[config.mk]
export PLATFORM = sky130hd
export DESIGN_NAME = smmha_tile_fsm_flat
export DESIGN_NICKNAME = d
export VERILOG_FILES = /design/src/rtl/smmha_tile_fsm_if.sv /design/src/rtl/smmha_tile_fsm.sv /design/src/flat_wrapper.sv
export SDC_FILE = /design/constraint.sdc
export NUM_CORES = 1
export LEC_CHECK = 0
export ABC_AREA = 1
export CAP_MARGIN = 20
export CORE_UTILIZATION = 54
export DETAILED_ROUTE_END_ITERATION = 7
export PLACE_DENSITY = 0.91
export SLEW_MARGIN = 20
export SYNTH_ARGS = -nofsm -noshare
export SYNTH_HDL_FRONTEND = slang
export SYNTH_SLANG_ARGS = --single-unit
[constraint.sdc]
create_clock -name clk_i -period 2.2 [get_ports clk_i]
set_input_delay 0.33 -clock clk_i [delete_from_list [all_inputs] [get_ports clk_i]]
set_output_delay 0.33 -clock clk_i [all_outputs]
set_load 0.1 [all_outputs]
[src/rtl/smmha_tile_fsm_if.sv]
// ============================================================================
// Module   : smmha_tile_fsm_if
// Brief    : Streamer/engine handshake bundle of the tiling controller.
// Revision : 1.0
// ============================================================================
`default_nettype none

interface smmha_tile_fsm_if #(
    parameter int NB_SRC = 2,
    parameter int LEN_W  = 16
);
    logic [NB_SRC-1:0]    src_ready_start_i;
    logic                 sink_ready_start_i;
    logic [LEN_W-1:0]     engine_cnt_i;
    logic [NB_SRC-1:0]    src_req_start_o;
    logic                 sink_req_start_o;
    logic [NB_SRC*32-1:0] src_addr_o;
    logic [31:0]          sink_addr_o;
    logic [LEN_W-1:0]     trans_size_o;
    logic                 engine_start_o;
    logic                 engine_clear_o;

    modport master (
        input  src_ready_start_i, sink_ready_start_i, engine_cnt_i,
        output src_req_start_o, sink_req_start_o, src_addr_o, sink_addr_o,
               trans_size_o, engine_start_o, engine_clear_o
    );

    modport slave (
        output src_ready_start_i, sink_ready_start_i, engine_cnt_i,
        input  src_req_start_o, sink_req_start_o, src_addr_o, sink_addr_o,
               trans_size_o, engine_start_o, engine_clear_o
    );
endinterface

`default_nettype wire

[src/rtl/smmha_tile_fsm.sv]
// ============================================================================
// Module   : smmha_tile_fsm
// Brief    : Tile sequencer: starts source/sink streamers and the engine once
//            per tile, walking addresses by a fixed stride. Optional COMPUTE
//            watchdog enabled by SMMHA_TILE_FSM_TIMEOUT_EN.
// Revision : 1.0
// ============================================================================
`default_nettype none

module smmha_tile_fsm #(
    parameter int NB_SRC  = 2,
    parameter int LEN_W   = 16,
    parameter int TILES_W = 8,
    parameter int TIMEOUT = 65535
) (
    input  wire logic                 clk_i,
    input  wire logic                 rst_ni,
    input  wire logic                 clear_i,
    input  wire logic                 start_i,
    input  wire logic [NB_SRC*32-1:0] src_base_i,
    input  wire logic [31:0]          sink_base_i,
    input  wire logic [31:0]          tile_stride_i,
    input  wire logic [LEN_W-1:0]     len_i,
    input  wire logic [TILES_W-1:0]   n_tiles_i,
    output logic [TILES_W-1:0]        tile_idx_o,
    output logic                      busy_o,
    output logic                      evt_o,
    output logic                      done_o,
    output logic                      err_o,
    smmha_tile_fsm_if.master          bus
);

    localparam logic [2:0] S_IDLE    = 3'd0;
    localparam logic [2:0] S_START   = 3'd1;
    localparam logic [2:0] S_WAIT    = 3'd2;
    localparam logic [2:0] S_COMPUTE = 3'd3;
    localparam logic [2:0] S_NEXT    = 3'd4;
    localparam logic [2:0] S_TERM    = 3'd5;

    logic [2:0]           r_state;
    logic [TILES_W-1:0]   r_tile_idx;
    logic [TILES_W-1:0]   r_n_tiles;
    logic [LEN_W-1:0]     r_len;
    logic [31:0]          r_stride;
    logic [NB_SRC*32-1:0] r_src_addr;
    logic [31:0]          r_sink_addr;
    logic                 r_req;
    logic                 r_estart;
    logic                 r_evt;
    logic                 r_done;

    logic w_all_ready;
    logic w_match;
    logic w_last;
    logic w_timeout;

    assign w_all_ready = (&bus.src_ready_start_i) & bus.sink_ready_start_i;
    assign w_match     = (bus.engine_cnt_i == r_len);
    assign w_last      = (r_tile_idx == (r_n_tiles - TILES_W'(1)));

`ifdef SMMHA_TILE_FSM_TIMEOUT_EN
    localparam int TO_W = (TIMEOUT > 1) ? $clog2(TIMEOUT) : 1;

    logic [TO_W-1:0] r_to_cnt;
    logic            r_err;

    // Counter restarts on every COMPUTE entry, so the limit is per tile.
    assign w_timeout = (r_to_cnt == TO_W'(TIMEOUT - 1));

    always_ff @(posedge clk_i or negedge rst_ni) begin
        if (!rst_ni) begin
            r_to_cnt <= '0;
        end else if (clear_i || (r_state != S_COMPUTE)) begin
            r_to_cnt <= '0;
        end else if (!w_timeout) begin
            r_to_cnt <= r_to_cnt + TO_W'(1);
        end
    end

    always_ff @(posedge clk_i or negedge rst_ni) begin
        if (!rst_ni) begin
            r_err <= 1'b0;
        end else if (clear_i) begin
            r_err <= 1'b0;
        end else if ((r_state == S_IDLE) && start_i) begin
            r_err <= 1'b0;
        end else if ((r_state == S_COMPUTE) && !w_match && w_timeout) begin
            r_err <= 1'b1;
        end
    end

    assign err_o = r_err;
`else
    logic w_unused_timeout;

    assign w_unused_timeout = (TIMEOUT != 0);
    assign w_timeout        = 1'b0;
    assign err_o            = 1'b0;
`endif

    always_ff @(posedge clk_i or negedge rst_ni) begin
        if (!rst_ni) begin
            r_state     <= S_IDLE;
            r_tile_idx  <= '0;
            r_n_tiles   <= '0;
            r_len       <= '0;
            r_stride    <= '0;
            r_src_addr  <= '0;
            r_sink_addr <= '0;
            r_req       <= 1'b0;
            r_estart    <= 1'b0;
            r_evt       <= 1'b0;
            r_done      <= 1'b0;
        end else begin
            r_req    <= 1'b0;
            r_estart <= 1'b0;
            r_evt    <= 1'b0;
            r_done   <= 1'b0;
            if (clear_i) begin
                r_state     <= S_IDLE;
                r_tile_idx  <= '0;
                r_src_addr  <= '0;
                r_sink_addr <= '0;
            end else begin
                case (r_state)
                    S_IDLE: begin
                        if (start_i) begin
                            r_len       <= len_i;
                            r_n_tiles   <= n_tiles_i;
                            r_stride    <= tile_stride_i;
                            r_src_addr  <= src_base_i;
                            r_sink_addr <= sink_base_i;
                            r_tile_idx  <= '0;
                            // Empty jobs skip straight to the completion handshake.
                            if ((len_i == '0) || (n_tiles_i == '0)) begin
                                r_state <= S_TERM;
                            end else begin
                                r_state <= S_START;
                            end
                        end
                    end
                    S_START, S_WAIT: begin
                        if (w_all_ready) begin
                            r_req    <= 1'b1;
                            r_estart <= 1'b1;
                            r_state  <= S_COMPUTE;
                        end else begin
                            r_state  <= S_WAIT;
                        end
                    end
                    S_COMPUTE: begin
                        if (w_match) begin
                            r_evt   <= 1'b1;
                            r_state <= w_last ? S_TERM : S_NEXT;
                        end else if (w_timeout) begin
                            r_state <= S_TERM;
                        end
                    end
                    S_NEXT: begin
                        r_tile_idx  <= r_tile_idx + TILES_W'(1);
                        r_sink_addr <= r_sink_addr + r_stride;
                        for (int k = 0; k < NB_SRC; k++) begin
                            r_src_addr[32*k +: 32] <= r_src_addr[32*k +: 32] + r_stride;
                        end
                        r_state <= S_WAIT;
                    end
                    S_TERM: begin
                        if (w_all_ready) begin
                            r_done  <= 1'b1;
                            r_state <= S_IDLE;
                        end
                    end
                    default: begin
                        r_state <= S_IDLE;
                    end
                endcase
            end
        end
    end

    assign bus.src_req_start_o  = {NB_SRC{r_req}};
    assign bus.sink_req_start_o = r_req;
    assign bus.src_addr_o       = r_src_addr;
    assign bus.sink_addr_o      = r_sink_addr;
    assign bus.trans_size_o     = r_len;
    assign bus.engine_start_o   = r_estart;
    assign bus.engine_clear_o   = (r_state == S_IDLE) || (r_state == S_NEXT);

    assign tile_idx_o = r_tile_idx;
    assign busy_o     = (r_state != S_IDLE);
    assign evt_o      = r_evt;
    assign done_o     = r_done;

endmodule

`default_nettype wire

[src/flat_wrapper.sv]
// flat-port wrapper written by rule: the top's interface ports become plain ports
module smmha_tile_fsm_flat 
#(
    parameter int NB_SRC  = 2,
    parameter int LEN_W   = 16,
    parameter int TILES_W = 8,
    parameter int TIMEOUT = 65535
)
  (clk_i, rst_ni, clear_i, start_i, src_base_i, sink_base_i, tile_stride_i, len_i, n_tiles_i, tile_idx_o, busy_o, evt_o, done_o, err_o, bus_src_ready_start_i, bus_sink_ready_start_i, bus_engine_cnt_i, bus_src_req_start_o, bus_sink_req_start_o, bus_src_addr_o, bus_sink_addr_o, bus_trans_size_o, bus_engine_start_o, bus_engine_clear_o);
  smmha_tile_fsm_if #(.NB_SRC(NB_SRC), .LEN_W(LEN_W)) bus_i ();
  input  wire logic clk_i;
  input  wire logic rst_ni;
  input  wire logic clear_i;
  input  wire logic start_i;
  input  wire logic [NB_SRC*32-1:0] src_base_i;
  input  wire logic [31:0] sink_base_i;
  input  wire logic [31:0] tile_stride_i;
  input  wire logic [LEN_W-1:0] len_i;
  input  wire logic [TILES_W-1:0] n_tiles_i;
  output logic [TILES_W-1:0] tile_idx_o;
  output logic busy_o;
  output logic evt_o;
  output logic done_o;
  output logic err_o;
  input wire logic [$bits(bus_i.src_ready_start_i)-1:0] bus_src_ready_start_i;
  input wire logic [$bits(bus_i.sink_ready_start_i)-1:0] bus_sink_ready_start_i;
  input wire logic [$bits(bus_i.engine_cnt_i)-1:0] bus_engine_cnt_i;
  output wire logic [$bits(bus_i.src_req_start_o)-1:0] bus_src_req_start_o;
  output wire logic [$bits(bus_i.sink_req_start_o)-1:0] bus_sink_req_start_o;
  output wire logic [$bits(bus_i.src_addr_o)-1:0] bus_src_addr_o;
  output wire logic [$bits(bus_i.sink_addr_o)-1:0] bus_sink_addr_o;
  output wire logic [$bits(bus_i.trans_size_o)-1:0] bus_trans_size_o;
  output wire logic [$bits(bus_i.engine_start_o)-1:0] bus_engine_start_o;
  output wire logic [$bits(bus_i.engine_clear_o)-1:0] bus_engine_clear_o;
  assign bus_i.src_ready_start_i = bus_src_ready_start_i;
  assign bus_i.sink_ready_start_i = bus_sink_ready_start_i;
  assign bus_i.engine_cnt_i = bus_engine_cnt_i;
  assign bus_src_req_start_o = bus_i.src_req_start_o;
  assign bus_sink_req_start_o = bus_i.sink_req_start_o;
  assign bus_src_addr_o = bus_i.src_addr_o;
  assign bus_sink_addr_o = bus_i.sink_addr_o;
  assign bus_trans_size_o = bus_i.trans_size_o;
  assign bus_engine_start_o = bus_i.engine_start_o;
  assign bus_engine_clear_o = bus_i.engine_clear_o;
  smmha_tile_fsm #(.NB_SRC(NB_SRC), .LEN_W(LEN_W), .TILES_W(TILES_W), .TIMEOUT(TIMEOUT)) u_core (.clk_i(clk_i), .rst_ni(rst_ni), .clear_i(clear_i), .start_i(start_i), .src_base_i(src_base_i), .sink_base_i(sink_base_i), .tile_stride_i(tile_stride_i), .len_i(len_i), .n_tiles_i(n_tiles_i), .tile_idx_o(tile_idx_o), .busy_o(busy_o), .evt_o(evt_o), .done_o(done_o), .err_o(err_o), .bus(bus_i));
endmodule
==> results of run 1 <==
[layer usage]
| metal | vias up | part of all wire [%] |
|---|---|---|
| met2 | 814 | 48 |
| met3 | 202 | 7.6 |
| met5 | - | 0 |
| met1 | 8114 | 39 |
| met4 | 0 | 5.5 |
| li1 | 8397 | - |
[cell usage in the layout (no fill, tap or decap), drive strengths merged, types with 3 or more instances in the layout]
master,synthesis,layout
nand4,23,23
clkdlybuf4s50,0,173
nor3,20,20
or2,5,5
o21bai,3,3
and3,3,3
o31ai,24,24
nor4,8,8
dfrtp,166,166
a21oi,65,65
nand3,150,150
and2,12,12
nor2,339,339
a21o,3,3
xor2,57,57
inv,395,403
nand2,931,931
mux2,44,44
fa,3,3
clkinv,0,5
xnor2,12,12
clkbuf,23,17
buf,33,265
o21ai,49,49
ha,95,95
[power groups by stage]
stage / sequential, mW / combinational, mW / clock, mW
2_1_floorplan: 8.85 / 8.88 / 0
3_3_place_gp: 5.55 / 18.2 / 0
3_5_place_dp: 5.57 / 18.5 / 0
4_1_cts: 5.56 / 18.7 / 3.19
5_1_grt: 5.94 / 21.7 / 3.32
6_report: 5.91 / 20.2 / 3.20
[Yosys cell counts (all sizes together), types with 3 or more instances]
cell	instances	area share, %
nor4	8	0.33
o31ai	24	1.4
fa	3	0.40
nand2	931	23
or2	5	0.21
a21o	3	0.15
dfrtp	166	27
o21bai	3	0.15
inv	395	9.8
and3	3	0.12
and2	12	0.50
buf	33	1.4
xnor2	12	0.70
a21oi	65	2.2
ha	95	7.9
nand4	23	0.95
nor2	339	8.5
o21ai	49	1.6
nand3	150	5.0
xor2	57	3.3
clkbuf	23	0.57
nor3	20	0.66
mux2	44	3.3
[path summary, 6_finish.rpt]
kind	endpoint	slack, ns	depth (start not counted)
worst max-delay path	u_core.bus.src_addr_o[26]	0.03	11
worst min-delay path	u_core.bus.src_addr_o[24]	0.37	2
worst max register to register	u_core.bus.src_addr_o[26]	0.03	11
worst min register to register	u_core.bus.sink_addr_o[26]	0.51	2
max in group asynchronous	u_core.bus.src_addr_o[49]	1.05	3
min in group clk_i	u_core.r_stride[30]	0.45	2
[critical path: cells and delay by family, from the launching register on]
kind	cells	cell delay, ns
fa+ha+maj	1	0.36
buf+inv	1	0.14
flops	1	0.50
simple gates	9	1.06
[cell type report]
cell class | instances | area share, %
inverter | 395 | 7.15
multi-input combinational | 1852 | 48.4
tap | 372 | 2.24
clock inverter | 15 | 0.856
antenna | 1 | 0.0121
timing repair buffer | 439 | 18.7
clock buffer | 17 | 2.05
sequential | 166 | 20.7
[registers in the layout, summed over array words and instances (netlist names)]
signal / count
u_core.bus.src_addr_o: 64
u_core.bus.sink_addr_o: 32
u_core.r_stride: 32
u_core.bus.trans_size_o: 16
u_core.r_n_tiles: 8
u_core.tile_idx_o: 8
u_core.r_state: 3
u_core.bus.sink_req_start_o: 1
u_core.done_o: 1
u_core.evt_o: 1
[timing repair]
item                                    CTS  global route
pin swaps                                 0             9
resized for setup                        17           156
endpoints found under the setup margin   22            59
hold buffers                              1             0
endpoints found under the hold margin    35             0
gates cloned                              0             0
setup buffers                             0            10
[kinds of logic after synthesis]
group           count (synthesis)
mux                            44
other cells                     1
simple gates                 1491
xor+xnor                       69
flops                         166
compound gates                149
buf+inv                       451
fa+ha+maj                      98
==> results.toml, run 1 <==
[worst_setup_path]
timing.critical_path.fanout_max = 4
timing.critical_path.cells = "ha_1, nand2_1, inv_1, nand2_1, nor3_1, and2_1, nand2_1, nand3_1, nand3_1, nand2_1, nand2_1"
critPathMostFrequentCell = "sky130_fd_sc_hd__nand2_1"
worst_path_required_time_ns = 2.55
cp.arrival_ns = 2.52
worst-setup-path-type = "register to register"
cp_slowest_stage_delay_ns = 0.50
regToRegStartpoint = "u_core.r_stride[22]"
startpoint = "u_core.r_stride[22]"
critical-path-slowest-cell = "sky130_fd_sc_hd__dfrtp_2"
crit_start_category = "register"
endpoint_kind = "register"

[die]
num_rows = 60
die_w_microns = 169
floorplan.initialDensity_pct = 55.6
boundaryPins = 304
fp.coreArea_sq_mm = 0.0272
floorplan.die_area_sq_mm = 0.0287
vert_die_dim_microns = 169

[grt]
groute.layer.met3.usage_pct = 5.13
globalRoute.totalOverflow = 0
globalRouteMet1Util_pct = 48.7
globalRoute.busiestLayer = "met2"
antenna_violations_before_repair = 1
grt_first_pass_wirelength_mm = 88.2
pin_count_of_the_biggest_net_entering_global_routing = 62
number_of_global_route_vias_before_repair = 16887
global_route.usage.total_pct = 40.2
gr_met2_demand_resource_pct = 69.3

[cells_and_area]
nFillCells = 2124
area.sequential_sq_mm = 0.00429
layout.nets = 3144
area_growth_syn_to_layout_pct = 37.3
final_cells = 3257
util_after_layout_pct = 76.3
post_route_cells_drive_above_1_share_pct = 19.1
multi_input_area_sq_mm = 0.0100
layout.cell_area.non_filler_sq_mm = 0.0207

[power_and_ir_drop]
post_layout_total_power_mw = 29.3
clock_power_share_pct = 10.9
switchingPower_mw = 16.7
p_leak_nw = 11.2
power.internal_mw = 12.7
power_density_mw_per_mm2 = 1410
comb_power_share_pct = 69.0
netSwitchingFraction_pct = 56.9
seqPwrFrac_pct = 20.1
ir_worst_vdd_mv = 1.07

[min_path]
worst_hold_path_type = "primary input to async pin"

[cts]
ctsHtreeMaxLevel = 4
number_of_buffers_created_by_cts = 17
clock_tree.buffer_depth = 2
tritoncts = "done"
clock-sinks = 166
worst_skew_pair.late_latency_ns = 0.46
cts.clk_slew.worst_paths_ns = 0.08
root_buffer = "sky130_fd_sc_hd__clkbuf_16"

[placement]
port-buffer-count = 302
place_area_sq_mm = 0.0192
worst_setup_slack_after_placement_ns = -0.179
placedCellCount = 3213
gp_routability_congestion = 1.00
place.detailed.hpwl_mm = 45.5

[detailed_routing]
wl_mm = 58.6
post_route_ant_nets = 0
drt-vias-per-instance = 5.38
detail_route.wl_per_cell_microns = 18.0
vias = 17527
drcViolationCount = 0
detail_route.iter0.violations = 1597
first_pass_detailed_route_iteration_total = 6

[timing]
finalCritPeriodShare_pct = 98.6
achievable-frequency_mhz = 461
fin_setup_tns_ns = 0
grt_setup_unrepaired = "true"
timing.final.hold_violations = 0
clock-skew-final_ns = 0.0190
timing.final.crit_period_ns = 2.17
slew_headroom_pct = 64.6
setup_viol = 0
final.setup.worst_slack_ns = 0.0301
number_of_pins_exceeding_their_max_slew_limit_in_the_final_report = 0
worst_slew_pin_slew_ns = 0.526
whs_ns = 0.369

[logic_synthesis]
synth.avg_cell_area_sq_um = 6.12
ys.flop_type = "sky130_fd_sc_hd__dfrtp_1"
synth_seq_cells = 166
synth_edf_count = 0
yosys.area_share.adder_pct = 8.26
synth_cell_type_count = 36
mapped_nets = 2742
ys.warnings.count = 0
synth_sequential_area_ratio_pct = 27.5
synth_xor_area_share_pct = 4.00
synth_top_family_by_area = "simple AND/OR/NAND/NOR gates"
syn_inst = 2469
synth-compound-area-share_pct = 5.74
netlist_area_sq_mm = 0.0151
synth_simple_gate_area_share_pct = 39.4
postSynth.asyncResetShare_pct = 100
synth.mux.area_fraction_pct = 3.28

[run]
cap_viol_max_count = 0

[run_status]
outcome = "completed"
(Power assumes the default switching activity.)
==> run 2, diff against run 1 <==
--- a/config.mk
+++ b/config.mk
@@ -8,8 +8,9 @@
 export ABC_AREA = 1
 export CAP_MARGIN = 20
 export CORE_UTILIZATION = 54
+export CTS_BUF_LIST = sky130_fd_sc_hd__clkbuf_2
 export DETAILED_ROUTE_END_ITERATION = 7
-export PLACE_DENSITY = 0.91
+export PLACE_DENSITY = 0.85
 export SLEW_MARGIN = 20
 export SYNTH_ARGS = -nofsm -noshare
 export SYNTH_HDL_FRONTEND = slang
==> results.toml, run 2 (synthesis results as in run 1) <==
[run_status]
outcome = "complete, but fails checks"
violations = "setup timing"

[detailed_routing]
post_route_ant_nets = 0
drt-vias-per-instance = 5.54
drcViolationCount = 0
wl_mm = 62.7
detail_route.iter0.violations = 1805
vias = 18307
detail_route.wl_per_cell_microns = 19.0
first_pass_detailed_route_iteration_total = 8

[worst_setup_path]
regToRegStartpoint = "u_core.bus.src_addr_o[5]"
reg2reg_slack_ns = -0.03
end_of_the_worst_register_to_register_path = "u_core.bus.src_addr_o[15]"
cp.arrival_ns = 1.90
worstRegToRegCells = 10
endpoint_kind = "output port"
timing.critical_path.fanout_max = 2
worst-setup-path-type = "register to output port"
timing.critical_path.to = "busy_o"
startpoint = "u_core.r_state[1]"
crit_start_category = "register"
worst_path_required_time_ns = 1.87

[timing]
worst_slew_pin_slew_ns = 0.849
timing.final.crit_period_ns = 2.23
setup_viol = 5
finalCritPeriodShare_pct = 101
clock-skew-final_ns = 0.0582
slew_headroom_pct = 43.4
achievable-frequency_mhz = 448
grt_setup_unrepaired = "true"
final.setup.worst_slack_ns = -0.0322
number_of_pins_exceeding_their_max_slew_limit_in_the_final_report = 0
timing.final.hold_violations = 0

[die]
fp.coreArea_sq_mm = 0.0272
boundaryPins = 304
floorplan.initialDensity_pct = 55.6
vert_die_dim_microns = 169
num_rows = 60
die_w_microns = 169
floorplan.die_area_sq_mm = 0.0287

[cts]
clock-sinks = 166
ctsHtreeMaxLevel = 4
number_of_buffers_created_by_cts = 17
clock_tree.buffer_depth = 2
tritoncts = "done"
cts.clk_slew.worst_paths_ns = 0.32
worst_skew_pair.late_latency_ns = 0.88
root_buffer = "sky130_fd_sc_hd__clkbuf_2"

[power_and_ir_drop]
power_density_mw_per_mm2 = 1400
p_leak_nw = 11.4
clock_power_share_pct = 6.5
comb_power_share_pct = 73.8
ir_worst_vdd_mv = 0.892
seqPwrFrac_pct = 19.7
netSwitchingFraction_pct = 58.8
power.internal_mw = 12.0
switchingPower_mw = 17.2
post_layout_total_power_mw = 29.2

[placement]
place.detailed.hpwl_mm = 48.5
placedCellCount = 3229
gp_routability_congestion = 1.01
port-buffer-count = 302

[cells_and_area]
mostFrequentLayoutCell = "sky130_fd_sc_hd__nand2_1"
post_route_cells_drive_above_1_share_pct = 21.4
util_after_layout_pct = 76.7
area_growth_syn_to_layout_pct = 37.9
largest_reg_flops = 64
layout.nets = 3188
final_cells = 3304
layout_common_cells = "sky130_fd_sc_hd__nand2_1, sky130_fd_sc_hd__inv_1, sky130_fd_sc_hd__nor2_1"
nFillCells = 2123

[grt]
globalRoute.totalOverflow = 0
global_route.usage.total_pct = 42.4
antenna_violations_before_repair = 6
number_of_global_route_vias_before_repair = 17406
pin_count_of_the_biggest_net_entering_global_routing = 60
grt_first_pass_wirelength_mm = 92.8

[min_path]
whs_path_depth = 3
worst_hold_path_type = "primary input to register"

[run]
cap_viol_max_count = 0
[run 2: cell count changes in the layout (fill, tap and decap cells not counted), moves of 4 or more]
cell | previous run | this run
sky130_fd_sc_hd__buf_4 | 253 | 287
sky130_fd_sc_hd__nand2_1 | 909 | 885
sky130_fd_sc_hd__nand2_2 | 21 | 45
sky130_fd_sc_hd__clkbuf_2 | 0 | 18
sky130_fd_sc_hd__clkbuf_16 | 17 | 0
sky130_fd_sc_hd__ha_4 | 43 | 36
sky130_fd_sc_hd__inv_1 | 390 | 384
sky130_fd_sc_hd__ha_1 | 46 | 51
sky130_fd_sc_hd__inv_2 | 5 | 10
sky130_fd_sc_hd__dlygate4sd3_1 | 1 | 5
[run 2: metrics by stage]
| stage | hold WS [ns] | worst slack [ns] | setup TNS (ns) | cell area, sq um |
|---|---|---|---|---|
| after floorplan | 0.0344 | -0.163 | -0.475 | 15200 |
| after CTS | 0.00557 | -0.0488 | -0.0488 | 19800 |
| after global routing | 0.00434 | -0.110 | -1.78 | 20800 |
| after global placement | 0.367 | -0.0810 | -0.188 | 19300 |
| after detailed placement | 0.373 | -0.0832 | -0.486 | 19300 |
| final | 0.0131 | -0.0322 | -0.0725 | 20800 |
[run 2: power by group through the flow]
stage	Clock [mW]	Sequential [mW]	Combinational, mW
floorplan	0	8.85	8.88
global placement	0	5.53	18.6
detailed placement	0	5.57	18.9
CTS	1.90	5.54	19.4
global route	1.98	5.77	23.0
finish	1.90	5.75	21.6
[run 2: layer usage]
metal	vias up	wire length, microns	track usage (%)	part of all wire, %
met1	8447	23500	52.1	38
met2	1089	29100	70.2	46
met3	280	6020	7.72	9.6
met4	0	4050	23.8	6.5
met5	-	0	0	0
li1	8491	-	-	-
[run 2: worst max-delay path: stages (launching register included)]
cell and delay, ns:
sky130_fd_sc_hd__dfrtp_1 0.50, sky130_fd_sc_hd__nor2_4 0.15, sky130_fd_sc_hd__inv_4 0.05, sky130_fd_sc_hd__nor2_4 0.10
sky130_fd_sc_hd__inv_2 0.06, sky130_fd_sc_hd__buf_12 0.16
[run 2: repair_timing]
item                                    CTS  global route
setup buffers                             8            25
hold buffers                              5             1
pin swaps                                 3            24
endpoints found under the setup margin   27            81
gates resized for setup                  32           196
endpoints found under the hold margin   168             1
[run 2: how the worst min path moves through the flow]
stage                            from                    endpoint  slack [ns]
global route        tile_stride_i[30]         u_core.r_stride[30]       0.004
finish                   n_tiles_i[0]         u_core.r_n_tiles[0]        0.01
CTS                      n_tiles_i[1]         u_core.r_n_tiles[1]       0.006
detailed placement             rst_ni   u_core.bus.src_addr_o[12]        0.37
floorplan                      rst_ni  u_core.bus.sink_addr_o[10]        0.03
global placement               rst_ni   u_core.bus.src_addr_o[21]        0.37
[run 2: cell type report]
class | count | area, sq um | share of cell area (%)
antenna | 4 | 10.0 | 0.0480
clock buffer | 18 | 90.1 | 0.432
clock inverter | 14 | 158 | 0.757
inverter | 395 | 1490 | 7.13
multi-input combinational | 1852 | 10100 | 48.4
sequential | 166 | 4290 | 20.6
tap | 372 | 465 | 2.23
timing repair buffer | 483 | 4260 | 20.5
==> run 3, diff against run 2 <==
==> constraint.sdc (replaced) <==
create_clock -name clk_i -period 2.2 [get_ports clk_i]
set_input_delay 0.33 -clock clk_i [delete_from_list [all_inputs] [get_ports clk_i]]
set_output_delay 0.33 -clock clk_i [all_outputs]
set_load 0.005 [all_outputs]
==> results.toml, run 3 (synthesis results as in run 1) <==
[placement]
port-buffer-count = 302
placedCellCount = 3220
place.detailed.hpwl_mm = 45.6
place_area_sq_mm = 0.0195
gp_routability_congestion = 1.03
worst_setup_slack_after_placement_ns = -0.150

[detailed_routing]
wl_mm = 63.4
vias = 18812
detail_route.iter0.violations = 1917
detail_route.wl_per_cell_microns = 18.7
drt-vias-per-instance = 5.56
post_route_ant_nets = 0
first_pass_detailed_route_iteration_total = 8
drcViolationCount = 0

[timing]
slew_headroom_pct = 57.1
final.setup.worst_slack_ns = -0.00316
number_of_pins_exceeding_their_max_slew_limit_in_the_final_report = 0
timing.final.hold_violations = 0
timing.final.crit_period_ns = 2.20
worst_slew_pin_slew_ns = 0.638
achievable-frequency_mhz = 454
setup_viol = 1
clock-skew-final_ns = 0.102
finalCritPeriodShare_pct = 100
grt_setup_unrepaired = "true"

[worst_setup_path]
worst-setup-path-type = "register to register"
cp_slowest_stage_delay_ns = 0.56
timing.critical_path.fanout_max = 4
critical-path-slowest-cell = "sky130_fd_sc_hd__dfrtp_2"
crit_buf_inv = 1
critPathMostFrequentCell = "sky130_fd_sc_hd__nand3_1"
cp.arrival_ns = 2.95
timing.critical_path.max_delay_family = "simple AND/OR/NAND/NOR gates"
timing.critical_path.cells = "ha_2, nand2_2, nor2_1, buf_4, nand3_1, nand3_1, nand2_2, nand3_1, nand3_1, nand2_1, nand2_1"
worst_path_required_time_ns = 2.95
crit_start_category = "register"
endpoint_kind = "register"

[die]
num_rows = 60
vert_die_dim_microns = 169
die_w_microns = 169
floorplan.initialDensity_pct = 55.6
floorplan.die_area_sq_mm = 0.0287
boundaryPins = 304
fp.coreArea_sq_mm = 0.0272

[min_path]
worst_hold_path_type = "primary input to register"

[grt]
global_route.usage.total_pct = 41.9
grt_first_pass_wirelength_mm = 92.0
pin_count_of_the_biggest_net_entering_global_routing = 55
number_of_global_route_vias_before_repair = 17552
globalRoute.totalOverflow = 0
antenna_violations_before_repair = 3

[cts]
cts.clk_slew.worst_paths_ns = 0.36
clock-sinks = 166
tritoncts = "done"
worst_skew_pair.late_latency_ns = 0.89
clock_tree.buffer_depth = 2
root_buffer = "sky130_fd_sc_hd__clkbuf_2"
ctsHtreeMaxLevel = 4
number_of_buffers_created_by_cts = 17

[power_and_ir_drop]
clock_power_share_pct = 7.3
power.internal_mw = 12.0
switchingPower_mw = 12.8
p_leak_nw = 12.8
power_density_mw_per_mm2 = 1140
seqPwrFrac_pct = 22.1
ir_worst_vdd_mv = 0.760
comb_power_share_pct = 70.6
netSwitchingFraction_pct = 51.7
post_layout_total_power_mw = 24.8

[cells_and_area]
mostFrequentLayoutCell = "sky130_fd_sc_hd__nand2_1"
final_cells = 3386
area_growth_syn_to_layout_pct = 44.2
post_route_cells_drive_above_1_share_pct = 16.8
layout.cell_area.non_filler_sq_mm = 0.0218
layout_common_cells = "sky130_fd_sc_hd__nand2_1, sky130_fd_sc_hd__inv_1, sky130_fd_sc_hd__nor2_1"
largest_reg_flops = 64
layout.nets = 3273

[run]
cap_viol_max_count = 0

[run_status]
violations = "setup timing"
outcome = "complete, but fails checks"
-- run 3: cell count changes in the layout (fill, tap and decap cells not counted), moves of 23 or more --
cell / previous run / this run
sky130_fd_sc_hd__dfrtp_2: 100 / 39
sky130_fd_sc_hd__dfrtp_1: 63 / 127
sky130_fd_sc_hd__dlymetal6s2s_1: 0 / 68
sky130_fd_sc_hd__buf_4: 287 / 235
sky130_fd_sc_hd__dlygate4sd2_1: 0 / 23
sky130_fd_sc_hd__clkdlybuf4s50_1: 173 / 207
-- run 3: stage by stage --
| stage | hold WS (ns) | TNS [ns] | util [%] |
|---|---|---|---|
| CTS | 0.00194 | -0.0199 | 75.1 |
| finish | 0.0211 | -0.00316 | 80.2 |
| global placement | 0.379 | -0.362 | 71.7 |
| floorplan | 0.0344 | 0 | - |
| detailed placement | 0.375 | -0.536 | 71.7 |
| global route | 0.0157 | -1.55 | 80.2 |
-- run 3: what timing repair did --
| action | 4_1_cts | 5_1_grt |
|---|---|---|
| endpoints found under the hold margin | 173 | 2 |
| endpoints found under the setup margin | 93 | 157 |
| hold buffers | 11 | 2 |
| resized for setup | 59 | 259 |
| setup buffers | 70 | 50 |
| pin swaps | 3 | 16 |
-- run 3: power by group through the flow --
stage	combinational, mW	sequential (mW)	clock [mW]
final	17.5	5.49	1.81
after global routing	19.0	5.51	1.92
after CTS	15.2	5.34	1.79
after detailed placement	14.4	5.54	0
after global placement	14.2	5.50	0
after floorplan	8.65	4.85	0
-- run 3: worst reg2reg max path, cell delays in order (launching register included) --
cell and delay, ns:
sky130_fd_sc_hd__dfrtp_2 0.56, sky130_fd_sc_hd__ha_2 0.42, sky130_fd_sc_hd__nand2_2 0.09, sky130_fd_sc_hd__nor2_1 0.17, sky130_fd_sc_hd__buf_4 0.15, sky130_fd_sc_hd__nand3_1 0.09, sky130_fd_sc_hd__nand3_1 0.20, sky130_fd_sc_hd__nand2_2 0.12
sky130_fd_sc_hd__nand3_1 0.09, sky130_fd_sc_hd__nand3_1 0.09, sky130_fd_sc_hd__nand2_1 0.07, sky130_fd_sc_hd__nand2_1 0.04
-- run 3: area by class of cell --
cell class | instances | area [sq um]
fillers | 1975 | 5390
diodes | 1 | 2.50
clock inverters | 15 | 158
well taps | 372 | 465
repair buffers | 568 | 5400
inverters | 395 | 1480
flip-flops and latches | 166 | 4200
multi-input cells | 1852 | 9990
clock buffers | 17 | 85.1
-- run 3: path summary, 6_finish.rpt --
check,startpoint,end,slack [ns],cells after the start
min in group asynchronous,rst_ni,u_core.bus.src_addr_o[43],0.53,3
worst max register to register,u_core.r_stride[6],u_core.bus.src_addr_o[27],-0.003,11
max in group asynchronous,rst_ni,u_core.r_n_tiles[1],0.90,4
worst min-delay path,n_tiles_i[2],u_core.r_n_tiles[2],0.02,3
worst min register to register,u_core.bus.src_addr_o[63],u_core.bus.src_addr_o[63],0.56,2
worst max-delay path,u_core.r_stride[6],u_core.bus.src_addr_o[27],-0.003,11
-- run 3: per-layer routing --
| metal | GRT usage (%) | wire length, microns | vias to the layer above |
|---|---|---|---|
| li1 | - | - | 8674 |
| met1 | 52.2 | 23500 | 8625 |
| met2 | 67.7 | 28700 | 1192 |
| met3 | 7.74 | 6890 | 319 |
| met4 | 24.9 | 4310 | 2 |
| met5 | 0 | 14 | - |
